===== src/rtl/qosc_regbank_pkg.sv =====
// Shared types and constants for the quadrature oscillator configuration register bank.
package qosc_regbank_pkg;

  typedef enum logic [1:0] {
    IDLE    = 2'd0,
    PENDING = 2'd1,
    APPLY   = 2'd2
  } state_e;

  localparam int unsigned ADDR_STATUS   = 0;
  localparam int unsigned ADDR_CTRL     = 1;
  localparam int unsigned ADDR_CFG_BASE = 2;

  localparam int unsigned ST_BIT_PENDING = 0;
  localparam int unsigned ST_BIT_WR_ERR  = 1;
  localparam int unsigned ST_BIT_TIMEOUT = 2;
  localparam int unsigned ST_BIT_AUTO    = 3;

  localparam int unsigned CTRL_BIT_COMMIT   = 0;
  localparam int unsigned CTRL_BIT_AUTO     = 1;
  localparam int unsigned CTRL_BIT_DEFAULTS = 2;

endpackage


===== src/rtl/qosc_commit_fsm.sv =====
// Commit sequencer: waits in PENDING for a safe sample boundary or a timeout,
// then spends one APPLY cycle while the active registers take the shadow copy.
module qosc_commit_fsm
  import qosc_regbank_pkg::*;
#(
  parameter int unsigned TIMEOUT_CYC = 255
) (
  input  logic   clk,
  input  logic   reset_n,
  input  logic   commit_req,
  input  logic   sync_ok,
  output logic   apply,
  output logic   busy,
  output logic   timeout_hit,
  output logic   load,
  output state_e state
);

  localparam int unsigned CNT_W = (TIMEOUT_CYC < 2) ? 1 : $clog2(TIMEOUT_CYC + 1);
  // Count value seen during the last allowed PENDING cycle.
  localparam logic [CNT_W-1:0] TO_LAST = (TIMEOUT_CYC == 0) ? '0 : CNT_W'(TIMEOUT_CYC - 1);

  state_e           r_state;
  state_e           w_state_nxt;
  logic [CNT_W-1:0] r_cnt;
  logic             w_to;

  assign w_to = (TIMEOUT_CYC != 0) && (r_cnt == TO_LAST);

  always_comb begin
    w_state_nxt = r_state;
    load        = 1'b0;
    timeout_hit = 1'b0;
    case (r_state)
      IDLE:    if (commit_req) w_state_nxt = PENDING;
      PENDING: begin
        // sync_ok has priority so a coincident timeout is not flagged
        if (sync_ok) begin
          w_state_nxt = APPLY;
          load        = 1'b1;
        end else if (w_to) begin
          w_state_nxt = APPLY;
          load        = 1'b1;
          timeout_hit = 1'b1;
        end
      end
      APPLY:   w_state_nxt = IDLE;
      default: w_state_nxt = IDLE;
    endcase
  end

  always_ff @(posedge clk or negedge reset_n) begin
    if (!reset_n) begin
      r_state <= IDLE;
      r_cnt   <= '0;
    end else begin
      r_state <= w_state_nxt;
      if (r_state == IDLE && w_state_nxt == PENDING) r_cnt <= '0;
      else if (r_state == PENDING && r_cnt != '1)    r_cnt <= r_cnt + CNT_W'(1);
    end
  end

  assign apply = (r_state == APPLY);
  assign busy  = (r_state != IDLE);
  assign state = r_state;

endmodule


===== src/rtl/qosc_regbank.sv =====
// Double-buffered oscillator config bank: host writes shadow registers, which
// are copied atomically to cfg_active by the commit sequencer.
module qosc_regbank
  import qosc_regbank_pkg::*;
#(
  parameter int unsigned DATA_W      = 8,
  parameter int unsigned ADDR_W      = 3,
  parameter int unsigned NUM_CFG     = 5,
  parameter logic [NUM_CFG*DATA_W-1:0] RESET_VALS = 40'h10_1b_7d_00_20,
  parameter int unsigned TIMEOUT_CYC = 255
) (
  input  logic                      clk,
  input  logic                      reset_n,
  input  logic                      wr_en,
  input  logic                      rd_en,
  input  logic [ADDR_W-1:0]         address,
  input  logic [DATA_W-1:0]         data_in,
  output logic [DATA_W-1:0]         data_out,
  output logic                      rd_valid,
  input  logic                      sync_ok,
  output logic [NUM_CFG*DATA_W-1:0] cfg_active,
  output logic                      cfg_update,
  output logic                      busy
);

  localparam int unsigned IDX_W = (NUM_CFG < 2) ? 1 : $clog2(NUM_CFG);

  logic [NUM_CFG*DATA_W-1:0] r_shadow;
  logic [NUM_CFG*DATA_W-1:0] r_active;
  logic [DATA_W-1:0]         r_data_out;
  logic                      r_rd_valid;
  logic                      r_auto;
  logic                      r_wr_err;
  logic                      r_timeout;

  logic              w_is_status, w_is_ctrl, w_is_cfg;
  logic [IDX_W-1:0]  w_cfg_idx;
  logic              w_busy, w_idle, w_pending;
  logic              w_apply, w_load, w_timeout_hit;
  state_e            w_state;
  logic              w_shadow_we, w_defaults, w_err_set, w_commit_req, w_status_rd;
  logic [DATA_W-1:0] w_rd_data;

  assign w_is_status = (address == ADDR_W'(ADDR_STATUS));
  assign w_is_ctrl   = (address == ADDR_W'(ADDR_CTRL));
  // Extra bit keeps the upper bound representable when the map fills the space.
  assign w_is_cfg    = (address >= ADDR_W'(ADDR_CFG_BASE)) &&
                       ({1'b0, address} < (ADDR_W+1)'(ADDR_CFG_BASE + NUM_CFG));
  assign w_cfg_idx   = IDX_W'(address - ADDR_W'(ADDR_CFG_BASE));

  assign w_idle       = ~w_busy;
  assign w_pending    = (w_state != IDLE);
  assign w_shadow_we  = wr_en && w_is_cfg && w_idle;
  assign w_defaults   = wr_en && w_is_ctrl && data_in[CTRL_BIT_DEFAULTS] && w_idle;
  assign w_err_set    = wr_en && w_busy &&
                        (w_is_cfg || (w_is_ctrl && (data_in[CTRL_BIT_COMMIT] || data_in[CTRL_BIT_DEFAULTS])));
  assign w_commit_req = wr_en && w_idle &&
                        ((w_is_ctrl && data_in[CTRL_BIT_COMMIT]) || (r_auto && w_is_cfg));
  assign w_status_rd  = rd_en && w_is_status;

  qosc_commit_fsm #(.TIMEOUT_CYC(TIMEOUT_CYC)) u_fsm (
    .clk         (clk),
    .reset_n     (reset_n),
    .commit_req  (w_commit_req),
    .sync_ok     (sync_ok),
    .apply       (w_apply),
    .busy        (w_busy),
    .timeout_hit (w_timeout_hit),
    .load        (w_load),
    .state       (w_state)
  );

  always_comb begin
    w_rd_data = '0;
    if (w_is_status) begin
      w_rd_data[ST_BIT_PENDING] = w_pending;
      w_rd_data[ST_BIT_WR_ERR]  = r_wr_err;
      w_rd_data[ST_BIT_TIMEOUT] = r_timeout;
      w_rd_data[ST_BIT_AUTO]    = r_auto;
    end else if (w_is_ctrl) begin
      w_rd_data[CTRL_BIT_AUTO] = r_auto;
    end else if (w_is_cfg) begin
      for (int i = 0; i < NUM_CFG; i++)
        if (w_cfg_idx == IDX_W'(i)) w_rd_data = r_shadow[i*DATA_W +: DATA_W];
    end
  end

  always_ff @(posedge clk or negedge reset_n) begin
    if (!reset_n) begin
      r_shadow <= RESET_VALS;
      r_active <= RESET_VALS;
    end else begin
      if (w_defaults) r_shadow <= RESET_VALS;
      else if (w_shadow_we) begin
        for (int i = 0; i < NUM_CFG; i++)
          if (w_cfg_idx == IDX_W'(i)) r_shadow[i*DATA_W +: DATA_W] <= data_in;
      end
      if (w_load) r_active <= r_shadow;
    end
  end

  // Sticky flags: a STATUS read clears them, a coincident set wins.
  always_ff @(posedge clk or negedge reset_n) begin
    if (!reset_n) begin
      r_auto    <= 1'b0;
      r_wr_err  <= 1'b0;
      r_timeout <= 1'b0;
    end else begin
      if (wr_en && w_is_ctrl) r_auto <= data_in[CTRL_BIT_AUTO];
      if (w_err_set)          r_wr_err <= 1'b1;
      else if (w_status_rd)   r_wr_err <= 1'b0;
      if (w_timeout_hit)      r_timeout <= 1'b1;
      else if (w_status_rd)   r_timeout <= 1'b0;
    end
  end

  always_ff @(posedge clk or negedge reset_n) begin
    if (!reset_n) begin
      r_data_out <= '0;
      r_rd_valid <= 1'b0;
    end else begin
      r_rd_valid <= rd_en;
      if (rd_en) r_data_out <= w_rd_data;
    end
  end

  assign data_out   = r_data_out;
  assign rd_valid   = r_rd_valid;
  assign cfg_active = r_active;
  assign cfg_update = w_apply;
  assign busy       = w_busy;

endmodule

===== config.mk =====
export PLATFORM = sky130hd
export DESIGN_NAME = qosc_regbank
export DESIGN_NICKNAME = d
export VERILOG_FILES = /design/src/rtl/qosc_regbank_pkg.sv /design/src/rtl/qosc_commit_fsm.sv /design/src/rtl/qosc_regbank.sv
export SDC_FILE = /design/constraint.sdc
export NUM_CORES = 1
export LEC_CHECK = 0
export CAP_MARGIN = 20
export CELL_PAD_IN_SITES_DETAIL_PLACEMENT = 1
export CELL_PAD_IN_SITES_GLOBAL_PLACEMENT = 1
export CORE_MARGIN = 4
export CORE_UTILIZATION = 30
export DETAILED_ROUTE_END_ITERATION = 10
export PLACE_DENSITY = 0.58
export SYNTH_ARGS = -nofsm -noshare
export SYNTH_HDL_FRONTEND = slang
export SYNTH_SLANG_ARGS = --single-unit

===== constraint.sdc =====
create_clock -name clk -period 2.9 [get_ports clk]
set_input_delay 0.58 -clock clk [delete_from_list [all_inputs] [get_ports clk]]
set_output_delay 0.58 -clock clk [all_outputs]
set_load 0.005 [all_outputs]

# Word level (Yosys, flattened, before mapping)
# Index checks and enable logic that the tools add are counted.
[totals]
inputBits = 16
wordCells = 97
output_inout_bits = 51
reg_bits = 102
[op_classes]
eq_ne = 10
mux = 32
addsub = 2
n_reduce_logical = 37
magnitude_cmp = 2
bitwise_logic = 1
[op_table]
columns = ["cell", "n"]
rows = [
  ["8-bit two-way mux", 13],
  ["40-bit two-way mux", 2],
  ["2-bit nonzero test", 10],
  ["1-bit logical AND", 16],
  ["1-bit two-way mux", 10],
  ["2-bit AND reduction", 5],
  ["8-bit by 1-bit adder with 8-bit output, second input constant", 1],
  ["8-bit equality test, second input constant", 1],
  ["4-bit two-way mux", 2],
  ["8-bit != test, second input constant", 1],
  ["3-bit by 1-bit equality test with 1-bit output, second input constant", 2],
  ["3-bit by 2-bit equality test with 1-bit output, second input constant", 2],
  ["3-bit logical NOT", 2],
  ["2-bit two-way mux", 3],
  ["6-bit two-way mux", 1],
  ["2-bit by 1-bit equality test with 1-bit output, second input constant", 2],
  ["2-bit case mux with 2 select lines", 1],
  ["3-bit equality test, second input constant", 1],
  ["3-bit by 2-bit greater-or-equal comparator with 1-bit output, second input constant", 1],
  ["1-bit logical OR", 3],
  ["3-bit < comparator, second input constant", 1],
  ["3-bit by 2-bit subtractor with 3-bit output, second input constant", 1],
  ["2-bit equality test, second input constant", 1],
  ["2-bit logical NOT", 1],
  ["1-bit NOT", 1],
]

# Logic depth before layout (Yosys ltp)
# Gate-level depths: netlist of run 1.
[depth]
depth_word = 10
depth_mapped = 9
depth_no_buf = 6

# Modules after synthesis
# A second synthesis of run 1 with hierarchy kept.
[unflattened]
cells_unflattened = 376
hier_area_um2 = 4685.7
[modules_own_cells]
columns = ["mod", "seq_area_each_um2", "cells_per_inst", "n_inst", "area_per_inst_um2"]
rows = [
  ["qosc_regbank", 2332.2, 321, 1, 4147.7],
  ["qosc_commit_fsm", 250.2, 55, 1, 538.0],
]

# Worst setup path before layout of run 1
# Ideal clock, no wire load.
[synth_path]
kind = "input-to-reg"
from = "input address[1]"
to = "register r_shadow[23]"
required_ps = 2766
stages = 8
path_buffers = 2
path_slack_ps = 324
setup_time_ps = 134
arrival_ps = 2442
path_cell_list = "buf_2 -> inv_1 -> ha_1 -> clkbuf_1 -> nand2b_1 -> a2111oi_4 -> mux2i_1 -> nor2_2"
[synth_between]
elab_chain_len = 6
word_cells_on_any_way = 15
classes_between = "1 x add/sub; 2 x order compare; 2 x eq/ne; 1 x mux; 9 x reduce/logical"
[synth_rtl]
columns = ["item", "line", "source"]
rows = [
  ["start: declaration", "qosc_regbank.sv:16", "input logic [ADDR_W-1:0] address,"],
  ["parallel branches: the longest is 6 deep, another holds 3-bit by 2-bit subtractor with 3-bit output", "--", ""],
  ["end signal: indexed assignment", "qosc_regbank.sv:96", "if (w_cfg_idx == IDX_W'(i)) r_shadow[i*DATA_W +: DATA_W] <= data_in;"],
  ["end: declaration", "qosc_regbank.sv:28", "logic [NUM_CFG*DATA_W-1:0] r_shadow;"],
]
# Parallel ways; which one is timed is not known.
# A chain may end at the register's enable or synchronous reset.

# Final worst setup path of run 1
[layout_path]
from = "input address[2]"
to = "register r_shadow[32]"
[layout_between]
elab_chain_len = 6
word_cells_on_any_way = 15
classes_between = "1 x add/sub; 2 x order compare; 2 x eq/ne; 1 x mux; 9 x reduce/logical"
[layout_rtl]
columns = ["item"]
rows = [
  ["parallel branches: the longest is 6 deep, another holds 3-bit by 2-bit subtractor with 3-bit output"],
]
# Parallel ways; which one is timed is not known.

==> results by group, run 1 <==
Floorplan
  – Die height: 133 µm
  – Rows: 45
  – Die X-Extent: 133 µm
  – Die ar.: 0.0176 mm²
  – Initial cell density of the core: 0.307
  – CORE AREA: 0.0152 mm²
  – I/O pin count: 67

Global route
  – Initial antenna violation count: 0
  – Global-route wire length before repair: 20.7 mm
  – Vias in the first global route: 3646
  – Grt ovf: 0
  – GR peak layer: met2
  – GRT Total Usage: 0.149
  – Met2 usage: 0.234
  – Largest net degree at the start of global routing: 55
  – Met3 Track Usage GR: 0.0312
  – GRT met1 Usage: 0.207

Placed design
  – Gp weighted congestion: 0.849
  – IO buf count: 66
  – Area after DPL: 0.00570 mm²
  – HPWL after DPL: 9.03 mm

Setup path
  – R2r startpoint: u_fsm.state[1]
  – Crit path capture: r_shadow[32]
  – Required arrival time at the worst endpoint: 3130 ps
  – Critical Path End Type: register
  – Arr. time, crit path: 2630 ps
  – Critical Path Fanout Max: 8
  – Worst setup path startpoint: address[2]
  – Crit Reg-Reg Endpoint: r_shadow[30]
  – Crit start category: input port
  – Critical setup path kind: in -> reg
  – R2R cell count: 5
  – Reg2Reg Setup Slack: 900 ps

Routing
  – Vias: 3292
  – Drt drc: 0
  – DRT Pass-1 Iters: 4
  – Post-Route WL: 12.5 mm
  – Final ANT Viol Nets: 0
  – Wire per inst: 19.1 µm
  – Number of DRC markers in iteration 0: 146
  – Vias/cell: 5.02

CTS
  – CTS-repair resized insts: 0
  – Clk Tree Root Cell: clkbuf_16
  – CTS max path bufs: 2
  – CTS tree: yes
  – CTS buffer count: 9
  – # Post-CTS Setup Buffers: 0
  – TritonCTS Sinks: 102
  – H-tree depth reported by CTS: 3
  – Clock Latency Late Sink: 350 ps
  – Worst-path clk slew: 70 ps
  – Hold_buf cts: 0

Finish
  – Post-layout instance area: 0.00600 mm²
  – Nets: 483
  – # diodes: 0
  – Area grow syn2layout: 28.5%
  – Share of layout cells above drive strength 1: 0.248

Synthesis
  – Cell accounting for the most synthesized area: dfrtp_1
  – Most frequent cell after synthesis: dfrtp_1
  – Asr flop ratio synth: 1.00
  – Post-Syn Nets: 399
  – Netlist cell types: 51
  – EDFF count, synth: 0
  – Post-Syn Area: 0.00467 mm²
  – Area share of the largest cell type after synthesis: 0.418
  – Seq/Total Area, Yosys: 0.553
  – Synth area leaders: dfrtp_1, dfstp_2, mux2i_1
  – Synth Area per Inst: 12.3 µm²
  – Commonest register cell after synthesis: dfrtp_1
  – Ys Warns: 0
  – Seq cells post-synth: 102
  – Post-Synthesis Cells: 379
  – Top post-synthesis cells by count: dfrtp_1, mux2i_1, mux2_2

STA
  – Max Slew Vio Count: 0
  – Tmin final: 2390 ps
  – Worst-Margin Slew: 659 ps
  – Tcrit/Tclk final: 0.825
  – Headroom to the max-slew limit: 0.560
  – Worst clock skew: 5.47 ps
  – Final count of hold timing violations: 0
  – Final hold slack: 253 ps
  – Setup_tns: 0 ps
  – Final setup fails: 0
  – RSZ-0062 raised after global routing: false
  – Max Clk Rate: 418 MHz

Worst hold path
  – Min-Delay Path Class: in -> async

Power
  – Comb power frac: 0.297
  – VDD IR max: 0.000445 V
  – Leakage: 2.70 nW
  – Final Power: 5.19 mW
  – Clock Power Share: 0.240
  – Switching power share of the total: 0.291
  – Pwr/cell area: 866 mW/mm²
  – Net Sw Power: 1.51 mW
  – Internal power: 3.68 mW
  – Sequential power share: 0.463

Status
  – Outcome: finished clean

Job
  – Max Cap Viol: 0
## final cells by class
type                    count  area, µm²
clock buffers              10        229
clock inverters             6       68.8
well taps                 188        235
inverters                   9       33.8
repair buffers             91        871
fillers                  1647       9210
multi-input cells         250       1980
flip-flops and latches    102       2580
## worst max-delay path, cell delays in order
cell,delay (ps)
clkdlybuf4s50_1,480
inv_1,70
ha_1,350
nor3b_1,270
o211a_1,540
mux2i_1,260
nor2_1,60
## how the worst min path moves through the flow
stage | to | slack [ps] | cells after the start
final | u_fsm.r_cnt[6] | 250 | 1
after global routing | u_fsm.r_cnt[6] | 310 | 1
after CTS | u_fsm.r_cnt[7] | 270 | 1
after detailed placement | cfg_active[9] | 480 | 1
after global placement | cfg_active[9] | 470 | 1
after floorplan | cfg_active[0] | 280 | 0
## power by group through the flow
| stage | registers, mW | logic, mW | clock network [mW] |
|---|---|---|---|
| 2_1_floorplan | 2.33 | 0.714 | 0 |
| 3_3_place_gp | 2.42 | 1.53 | 0 |
| 3_5_place_dp | 2.43 | 1.57 | 0 |
| 4_1_cts | 2.41 | 1.58 | 1.30 |
| 5_1_grt | 2.49 | 1.70 | 1.35 |
| 6_report | 2.41 | 1.54 | 1.24 |
## kinds of logic (layout without fill, tap and decap cells)
group	Yosys count	count (layout)	synth area share
DFF	102	102	0.553
xor gates and xnor gates	3	3	0.00563
buffers and inverters	27	116	0.0244
adders and majority gates	4	4	0.0107
muxes	92	92	0.214
and+or+nand+nor	101	101	0.112
AOI/OAI and AO/OA	50	50	0.0802
## metrics by stage
stage / utilization / cells / worst slack (ps)
global placement: 0.375 / 640 / 130
finish: 0.394 / 656 / 508
global route: 0.394 / 656 / 369
detailed placement: 0.375 / 640 / 109
floorplan: - / 379 / 324
CTS: 0.394 / 656 / 495
## placed cells by master (no fill, tap or decap), types with 5 or more instances in the layout
cell	count
o21ai_0	15
nand2b_1	6
dfrtp_1	78
mux2i_1	48
nand3_1	9
nor2_1	34
mux2_2	39
nand2_1	18
a21oi_1	5
clkdlybuf4s50_1	65
inv_1	9
dfstp_2	24
clkbuf_16	9
buf_4	24
a22oi_1	6
## state kept, by name, indices dropped and copies added (netlist names)
name / count
r_timeout: 1
u_fsm.r_cnt: 8
rd_valid: 1
cfg_active: 40
data_out: 8
r_auto: 1
r_wr_err: 1
u_fsm.state: 2
r_shadow: 40
## per-layer routing
layer	up-vias	part of all wire
li1	1535	-
met1	1696	0.49
met2	49	0.47
met3	12	0.026
met5	-	0
met4	0	0.014
Power figures use the tool's default switching activity.
==> run 2: changes to the inputs <==
- PLACE_DENSITY: 0.58 -> 0.6
- clock period: 2.9 -> 2.1 ns (I/O delays scaled with it)
==> run 2 against run 1 <==
  * Final area grew 4.6%
  * Wire length is 3.3% higher
  * Clock skew up 5.0 ps
  * Total power rose by 38%
  * Clock power grew 31%
  * Critical path depth decreased by 1
  * Global-route usage rose by 0.36 points
  * Sequential power rose by 37%
  * Worst hold slack lost 250 ps
==> results by group, run 2 (synthesis results as in run 1) <==
Status
  – Outcome: finished clean

Floorplan
  – Die ar.: 0.0176 mm² (unchanged)
  – Die X-Extent: 133 µm (unchanged)
  – CORE AREA: 0.0152 mm² (unchanged)
  – Die height: 133 µm (unchanged)
  – Initial cell density of the core: 0.307 (unchanged)
  – Rows: 45 (unchanged)
  – I/O pin count: 67 (unchanged)

Setup path
  – Critical Path Fanout Max: 3 (-5)
  – Required arrival time at the worst endpoint: 2350 ps (-780 ps)
  – Arr. time, crit path: 2190 ps (-440 ps)
  – Critical Path End Type: register
  – Crit start category: register
  – Critical setup path kind: reg -> reg

Global route
  – Vias in the first global route: 3655 (+0.25%)
  – GRT Total Usage: 0.153 (+0.00361)
  – Grt ovf: 0 (unchanged)
  – Largest net degree at the start of global routing: 42 (-24%)
  – Global-route wire length before repair: 21.2 mm (+2.6%)
  – Initial antenna violation count: 0 (unchanged)

STA
  – Setup_tns: 0 ps (unchanged)
  – Max Slew Vio Count: 0 (unchanged)
  – Tcrit/Tclk final: 0.924
  – Final hold slack: 4.56 ps (-248 ps)
  – Final setup margin: 160 ps (-348 ps)
  – Final setup fails: 0 (unchanged)
  – Worst clock skew: 10.4 ps (+4.97 ps)
  – Worst-Margin Slew: 443 ps (-217 ps)
  – Max Clk Rate: 515 MHz
  – Tmin final: 1940 ps
  – Final count of hold timing violations: 0 (unchanged)
  – Headroom to the max-slew limit: 0.705 (+0.144)
  – RSZ-0062 raised after global routing: false

Placed design
  – IO buf count: 66 (unchanged)
  – Place WS: -490 ps (-599 ps)
  – Gp weighted congestion: 0.891 (+5.0%)
  – Area after DPL: 0.00594 mm² (+4.3%)
  – HPWL after DPL: 9.52 mm (+5.5%)

Routing
  – Vias: 3364 (+2.2%)
  – Metal-1 WL: 6.35 mm (+3.6%)
  – Wire per inst: 19.0 µm (-0.46%)
  – Met3 WL: 452 µm (+37%)
  – Number of DRC markers in iteration 0: 135 (-7.5%)
  – Vias/cell: 4.94 (-1.6%)
  – Max layer used: met4
  – Final ANT Viol Nets: 0 (unchanged)
  – Post-Route WL: 12.9 mm (+3.3%)
  – DR WL met2: 6.04 mm (+2.5%)
  – Drt drc: 0 (unchanged)
  – DRT Pass-1 Iters: 4 (unchanged)

CTS
  – TritonCTS Sinks: 102 (unchanged)
  – Worst-path clk slew: 80 ps (about the same)
  – CTS max path bufs: 2 (unchanged)
  – Clock Latency Late Sink: 360 ps (about the same)
  – CTS tree: yes
  – H-tree depth reported by CTS: 3 (unchanged)
  – CTS buffer count: 9 (unchanged)
  – Clk Tree Root Cell: clkbuf_16

Finish
  – Post-layout instance area: 0.00627 mm² (+4.6%)
  – Nets: 508 (+5.2%)
  – Area grow syn2layout: 34.5%
  – Commonest non-fill, non-tap cell in the layout: dfrtp_1
  – Fillers: 1636 (-0.67%)
  – # diodes: 0 (unchanged)
  – Share of layout cells above drive strength 1: 0.300 (+0.0523)
  – Commonest non-fill, non-tap cells in the layout: dfrtp_1, clkdlybuf4s50_1, mux2i_1

Power
  – Final Power: 7.16 mW (+38%)
  – Leakage: 2.86 nW (+5.9%)
  – Pwr/cell area: 1140 mW/mm² (+32%)
  – VDD IR max: 0.000607 V (+36%)

Worst hold path
  – Min-Delay Path Class: in -> async

Job
  – Max Cap Viol: 0 (unchanged)
[run 2: power by group]
group	total, mW	internal, mW	switching, mW
clock	1.62	0.852	0.767
combinational	2.23	1.42	0.813
sequential	3.31	2.80	0.513
[run 2: timing repair]
item                       4_1_cts  5_1_grt
pin swaps                        1        1
setup endpoints to repair       25       32
resized for setup                7        6
cloned                           0        0
buffers inserted                 0        1
hold buffers                     0        0
[run 2: worst max-delay path: stages, from the launching register on]
cell	delay, ps
dfrtp_1	390
or3b_4	420
buf_4	160
a2111oi_4	380
buf_4	210
mux2i_2	230
nor2_2	40
[run 2: final cells by class]
cell class              instances  area (µm²)  share of cell area
flip-flops and latches        102        2580               0.412
well taps                     188         235              0.0375
inverters                       9        33.8             0.00538
clock buffers                  11         243              0.0387
multi-input cells             250        2020               0.321
clock inverters                 5        42.5             0.00678
repair buffers                116        1120               0.179
[run 2: worst paths after layout]
check                                from  slack [ps]              to  cells past startpoint
max reg2reg                u_fsm.state[1]         160    r_shadow[17]                      6
min                               reset_n           5  cfg_active[15]                      1
max                        u_fsm.state[1]         160    r_shadow[17]                      6
max in group asynchronous         reset_n        1470  cfg_active[18]                      2
min in group clk                    wr_en         480        r_wr_err                      3
min reg2reg                 cfg_active[7]         500   cfg_active[7]                      1
[run 2: stage by stage]
stage          cells  utilization
3_5_place_dp     664        0.391
6_report         681        0.413
5_1_grt          681        0.413
4_1_cts          680        0.411
2_1_floorplan    379            -
3_3_place_gp     664        0.391
[run 2: metal layers]
layer / vias up / track usage
met5: - / 0
met4: 0 / 0.0294
met3: 12 / 0.0395
met2: 53 / 0.235
met1: 1716 / 0.219
li1: 1583 / -
